===== src/rtl/serial_cia_subtractor.sv =====
// Nibble-serial add/subtract unit: one 4-bit slice adder plus a carry register,
// one nibble per clock, valid/ready handshake on both sides.
module serial_cia_subtractor #(
  parameter  int WIDTH = 32,
  localparam int NIB   = 4
) (
  input  logic             clk,
  input  logic             rst_n,
  input  logic             in_valid,
  output logic             in_ready,
  input  logic [WIDTH-1:0] in_a,
  input  logic [WIDTH-1:0] in_b,
  input  logic             op_sub,
  output logic             out_valid,
  input  logic             out_ready,
  output logic [WIDTH-1:0] result,
  output logic             carry_borrow,
  output logic             overflow
);

  localparam int SLICES = WIDTH / NIB;
  localparam int CW     = (SLICES > 1) ? $clog2(SLICES) : 1;
  localparam int MSB    = WIDTH - 1;

  typedef enum logic [1:0] {IDLE, RUN, DONE} state_t;

  state_t           state_q, state_d;
  logic [WIDTH-1:0] a_q, a_d;
  logic [WIDTH-1:0] bx_q, bx_d;
  logic [WIDTH-1:0] acc_q, acc_d;
  logic [WIDTH-1:0] res_q, res_d;
  logic             op_q, op_d;
  logic             carry_q, carry_d;
  logic             cb_q, cb_d;
  logic             ovf_q, ovf_d;
  logic [CW-1:0]    cnt_q, cnt_d;

  logic [NIB-1:0]   a_sl, b_sl, s;
  logic             c;
  logic             last;

  // The only adder in the unit: one nibble slice with carry-in from the register.
  always_comb begin
    a_sl   = a_q[cnt_q*NIB +: NIB];
    b_sl   = bx_q[cnt_q*NIB +: NIB];
    {c, s} = {1'b0, a_sl} + {1'b0, b_sl} + {{NIB{1'b0}}, carry_q};
    last   = (cnt_q == CW'(SLICES - 1));
  end

  always_comb begin
    state_d = state_q;
    a_d     = a_q;
    bx_d    = bx_q;
    acc_d   = acc_q;
    res_d   = res_q;
    op_d    = op_q;
    carry_d = carry_q;
    cb_d    = cb_q;
    ovf_d   = ovf_q;
    cnt_d   = cnt_q;

    unique case (state_q)
      IDLE: begin
        if (in_valid) begin
          a_d     = in_a;
          bx_d    = op_sub ? ~in_b : in_b;
          op_d    = op_sub;
          carry_d = op_sub;
          cnt_d   = '0;
          acc_d   = '0;
          state_d = RUN;
        end
      end
      RUN: begin
        acc_d[cnt_q*NIB +: NIB] = s;
        carry_d = c;
        cnt_d   = cnt_q + CW'(1);
        // Final slice lands in the result on the same edge it is computed.
        if (last) begin
          res_d   = acc_d;
          cb_d    = op_q ? ~c : c;
          ovf_d   = (a_q[MSB] == bx_q[MSB]) && (s[NIB-1] != a_q[MSB]);
          state_d = DONE;
        end
      end
      DONE: begin
        if (out_ready) state_d = IDLE;
      end
      default: state_d = IDLE;
    endcase
  end

  always_ff @(posedge clk or negedge rst_n) begin
    if (!rst_n) begin
      state_q <= IDLE;
      a_q     <= '0;
      bx_q    <= '0;
      acc_q   <= '0;
      res_q   <= '0;
      op_q    <= 1'b0;
      carry_q <= 1'b0;
      cb_q    <= 1'b0;
      ovf_q   <= 1'b0;
      cnt_q   <= '0;
    end else begin
      state_q <= state_d;
      a_q     <= a_d;
      bx_q    <= bx_d;
      acc_q   <= acc_d;
      res_q   <= res_d;
      op_q    <= op_d;
      carry_q <= carry_d;
      cb_q    <= cb_d;
      ovf_q   <= ovf_d;
      cnt_q   <= cnt_d;
    end
  end

  assign in_ready     = (state_q == IDLE);
  assign out_valid    = (state_q == DONE);
  assign result       = res_q;
  assign carry_borrow = cb_q;
  assign overflow     = ovf_q;

endmodule

===== config.mk =====
export PLATFORM = sky130hd
export DESIGN_NAME = serial_cia_subtractor
export DESIGN_NICKNAME = d
export VERILOG_FILES = /design/src/rtl/serial_cia_subtractor.sv
export SDC_FILE = /design/constraint.sdc
export NUM_CORES = 1
export LEC_CHECK = 0
export BUFFER_PORTS_ARGS = -buffer_cell sky130_fd_sc_hd__buf_2
export CELL_PAD_IN_SITES_DETAIL_PLACEMENT = 2
export CELL_PAD_IN_SITES_GLOBAL_PLACEMENT = 2
export CORE_MARGIN = 1.5
export CORE_UTILIZATION = 25
export DETAILED_ROUTE_END_ITERATION = 12
export GPL_TIMING_DRIVEN = 0
export PLACE_DENSITY_LB_ADDON = 0.1
export SETUP_SLACK_MARGIN = 0.05
export SLEW_MARGIN = 20
export SYNTH_ARGS = -nofsm -noshare
export SYNTH_HDL_FRONTEND = slang
export SYNTH_SLANG_ARGS = --single-unit

===== constraint.sdc =====
create_clock -name clk -period 6.95 [get_ports clk]
set_input_delay 0.695 -clock clk [delete_from_list [all_inputs] [get_ports clk]]
set_output_delay 0.695 -clock clk [all_outputs]
set_load 0.02 [all_outputs]

==> impl_metrics.toml <==
[status]
status = "completed"

[drt]
wl_per_cell_um = 20.7
dr.pass1.iters = 4
top_layer = "met4"
wl_met3_um = 509
num_vias = 5018
wl_met2_um = 10800
routedLengthMet1_um = 9800
routed_wirelength_um = 21400
first_iter_violations = 140
drc = 0
ant_nets = 0
detail_route.vias_per_cell = 4.85

[synthesis]
syn_nets = 645
async_reset_ff_frac = 1.00
synth.cell_area_um2 = 6630
synth_flop_cell = "dfrtp_1"
syn_inst = 564
yosys_warnings = 0
synth_cell_types = 57
syn_avg_cell_area_um2 = 11.8
synth_edf_count = 0
ys_ff_latch = 137
seq_area_frac_synth = 0.517

[floorplan]
core_area_um2 = 26100
start_util = 0.255
rows = 59
die_h_um = 166
die_w_um = 166
ios = 105
dieArea_um2 = 27500

[sta]
finalSetupViolations = 0
relSlewSlack = 0.379
period_minus_slack_ns = 4.11
rsz0062_at_grt = "false"
max_freq_mhz = 243
timing.final.crit_share = 0.591
drv_slew = 0
max_slew.worst_pin.slew_ns = 0.925
skew_ns = 0.0151
fin_ws_ns = 2.84
tns_ns = 0
finalHoldViolCount = 0

[final_layout]
antennaDiodeCount = 0
layout.nets = 768
mostFrequentLayoutCell = "dfrtp_1"
final_cell_mix = "dfrtp_1 (137), buf_2 (124), nor2_1 (69), nand2_1 (41), a21oi_1 (40)"
area_growth_pct = 24.7
drive_above_1_share = 0.336
n_fill_cell = 2801

[critical_path]
crit_fanout = 10
max_stage_delay_ns = 0.73
crit_required_ns = 7.26
rr_worst_depth = 11
crit_family = "buffers and inverters"
arrival_ns = 4.42
critPathKind = "reg -> reg"
critPathLaunchType = "flop"
reg2reg_from = "cnt_q[1]"
reg2reg_to = "acc_q[30]"
worstPathCellList = "buf_4 > clkbuf_1 > mux4_2 > nand2_1 > nand2_1 > fa_1 > inv_1 > fa_1 > xor2_1 > nor2_1 > a22o_1"
critPathSlowestCell = "xor2_1"
cp_num_buf_inv = 3
end_kind = "flop"
reg2reg_slack_ns = 2.84

[cts]
cts_tree = "yes"
clock_latency_ns = 0.43
clock-sinks = 137
hold_buffers = 0
cts_resized = 0
clk_transition_reported_paths_ns = 0.06
cts_root_buf = "clkbuf_16"
htree_num_levels = 4
cts_buffers = 17
cts_setup_buffers = 0
cts_buffer_depth = 2

[power]
vdd_drop_max_uv = 301
p_per_area_nw_per_um2 = 610
leakagePower_nw = 3.70

[placement]
dpl.hpwl_um = 15700
dp_worst_setup_slack_ns = 2.75
numPortBuffers = 103
place.gp.congestion = 0.753

[global_route]
grt_pass1_wl_um = 34000
antenna_found_initial = 0
grt_pass1_vias = 5769
grtUsageTotal = 0.162
grt_max_degree = 75
overflow = 0

[job]
cap_violations = 0

[min_path]
min_path_type = "in -> async"
==> Yosys cell counts, types with 3 or more instances <==
master / instances / share of area
buf_2: 22 / 0.017
mux2i_1: 4 / 0.0060
nor2b_1: 3 / 0.0028
nand2b_1: 4 / 0.0038
buf_6: 3 / 0.0051
a221o_1: 13 / 0.020
o21ai_0: 13 / 0.0098
and4_1: 3 / 0.0040
xnor2_1: 33 / 0.044
nand3_1: 5 / 0.0038
a21oi_1: 40 / 0.030
a22o_1: 20 / 0.026
buf_4: 3 / 0.0034
ha_1: 10 / 0.019
a31oi_1: 4 / 0.0038
clkbuf_1: 7 / 0.0040
a22oi_1: 4 / 0.0045
a31oi_4: 3 / 0.0096
o21ai_1: 3 / 0.0023
mux2_2: 34 / 0.058
nor3_1: 3 / 0.0023
mux4_2: 16 / 0.054
nand2_1: 41 / 0.023
dfrtp_1: 137 / 0.52
a32o_1: 9 / 0.014
inv_1: 9 / 0.0051
nand4_2: 4 / 0.0075
and2_1: 5 / 0.0047
a221oi_1: 6 / 0.0079
nor2_1: 69 / 0.039
==> stage by stage <==
step	hold slack (ns)	cell area (µm²)	power [W]	std cells	util
floorplan	0.399	6630	0.00303	564	-
global placement	0.462	7570	0.00400	1002	0.290
detailed placement	0.468	7610	0.00409	1003	0.292
CTS	0.224	8280	0.00517	1035	0.318
global route	0.239	8280	0.00542	1035	0.318
finish	0.215	8280	0.00505	1035	0.318
==> power by group <==
group,leakage [nW],total [W],internal [W],switching (W)
sequential,1.70,0.00139,0.00116,0.000224
clock,0.316,0.00104,0.000661,0.000381
combinational,1.68,0.00262,0.000896,0.00172
total,3.70,0.00505,0.00272,0.00233
==> registers in the layout (all words and copies together), names as in the netlist <==
name / cells
carry_q: 1
acc_q: 32
carry_borrow: 1
cnt_q: 3
state_q: 2
result: 32
overflow: 1
a_q: 32
op_q: 1
bx_q: 32
==> kinds of logic (layout without fill, tap and decap cells) <==
family,after synthesis,in the layout,share of synthesized area
buffers and inverters,47,183,0.0364
multiplexers,54,54,0.118
adder cells (fa/ha/maj),12,12,0.0249
XOR/XNOR,34,34,0.0449
flip-flops,137,137,0.517
AND/OR/NAND/NOR,152,152,0.113
AO/OA/AOI/OAI,128,128,0.146
==> worst max-delay path by stage <==
stage	cells past startpoint	slack, ns	to	startpoint
after global placement	11	2.78	acc_q[30]	cnt_q[1]
after detailed placement	11	2.75	acc_q[30]	cnt_q[1]
final	11	2.84	acc_q[30]	cnt_q[1]
after floorplan	10	4.01	overflow	cnt_q[0]
after CTS	11	2.74	acc_q[30]	cnt_q[1]
after global routing	11	2.63	acc_q[30]	cnt_q[1]
==> worst register-to-register path, stage by stage (launching register included) <==
cell and delay (ns):
dfrtp_1 0.43, buf_4 0.26, clkbuf_1 0.62, mux4_2 0.43, nand2_1 0.09, nand2_1 0.08, fa_1 0.44, inv_1 0.09
fa_1 0.24, xor2_1 0.73, nor2_1 0.29, a22o_1 0.30
==> cell type report <==
type | instances | area, µm² | share of cell area
clock inverters | 13 | 216 | 0.0262
multi-input cells | 380 | 2960 | 0.358
well taps | 335 | 419 | 0.0507
clock buffers | 19 | 453 | 0.0547
flip-flops and latches | 137 | 3430 | 0.414
inverters | 11 | 43.8 | 0.00529
repair buffers | 104 | 553 | 0.0668
plain buffers | 36 | 198 | 0.0239
==> layer usage <==
| layer | vias up | track usage |
|---|---|---|
| met1 | 2615 | 0.208 |
| li1 | 2289 | - |
| met5 | - | 0 |
| met3 | 24 | 0.0298 |
| met2 | 90 | 0.276 |
| met4 | 0 | 0.0494 |
No activity file was read; power rests on OpenSTA's default activity.
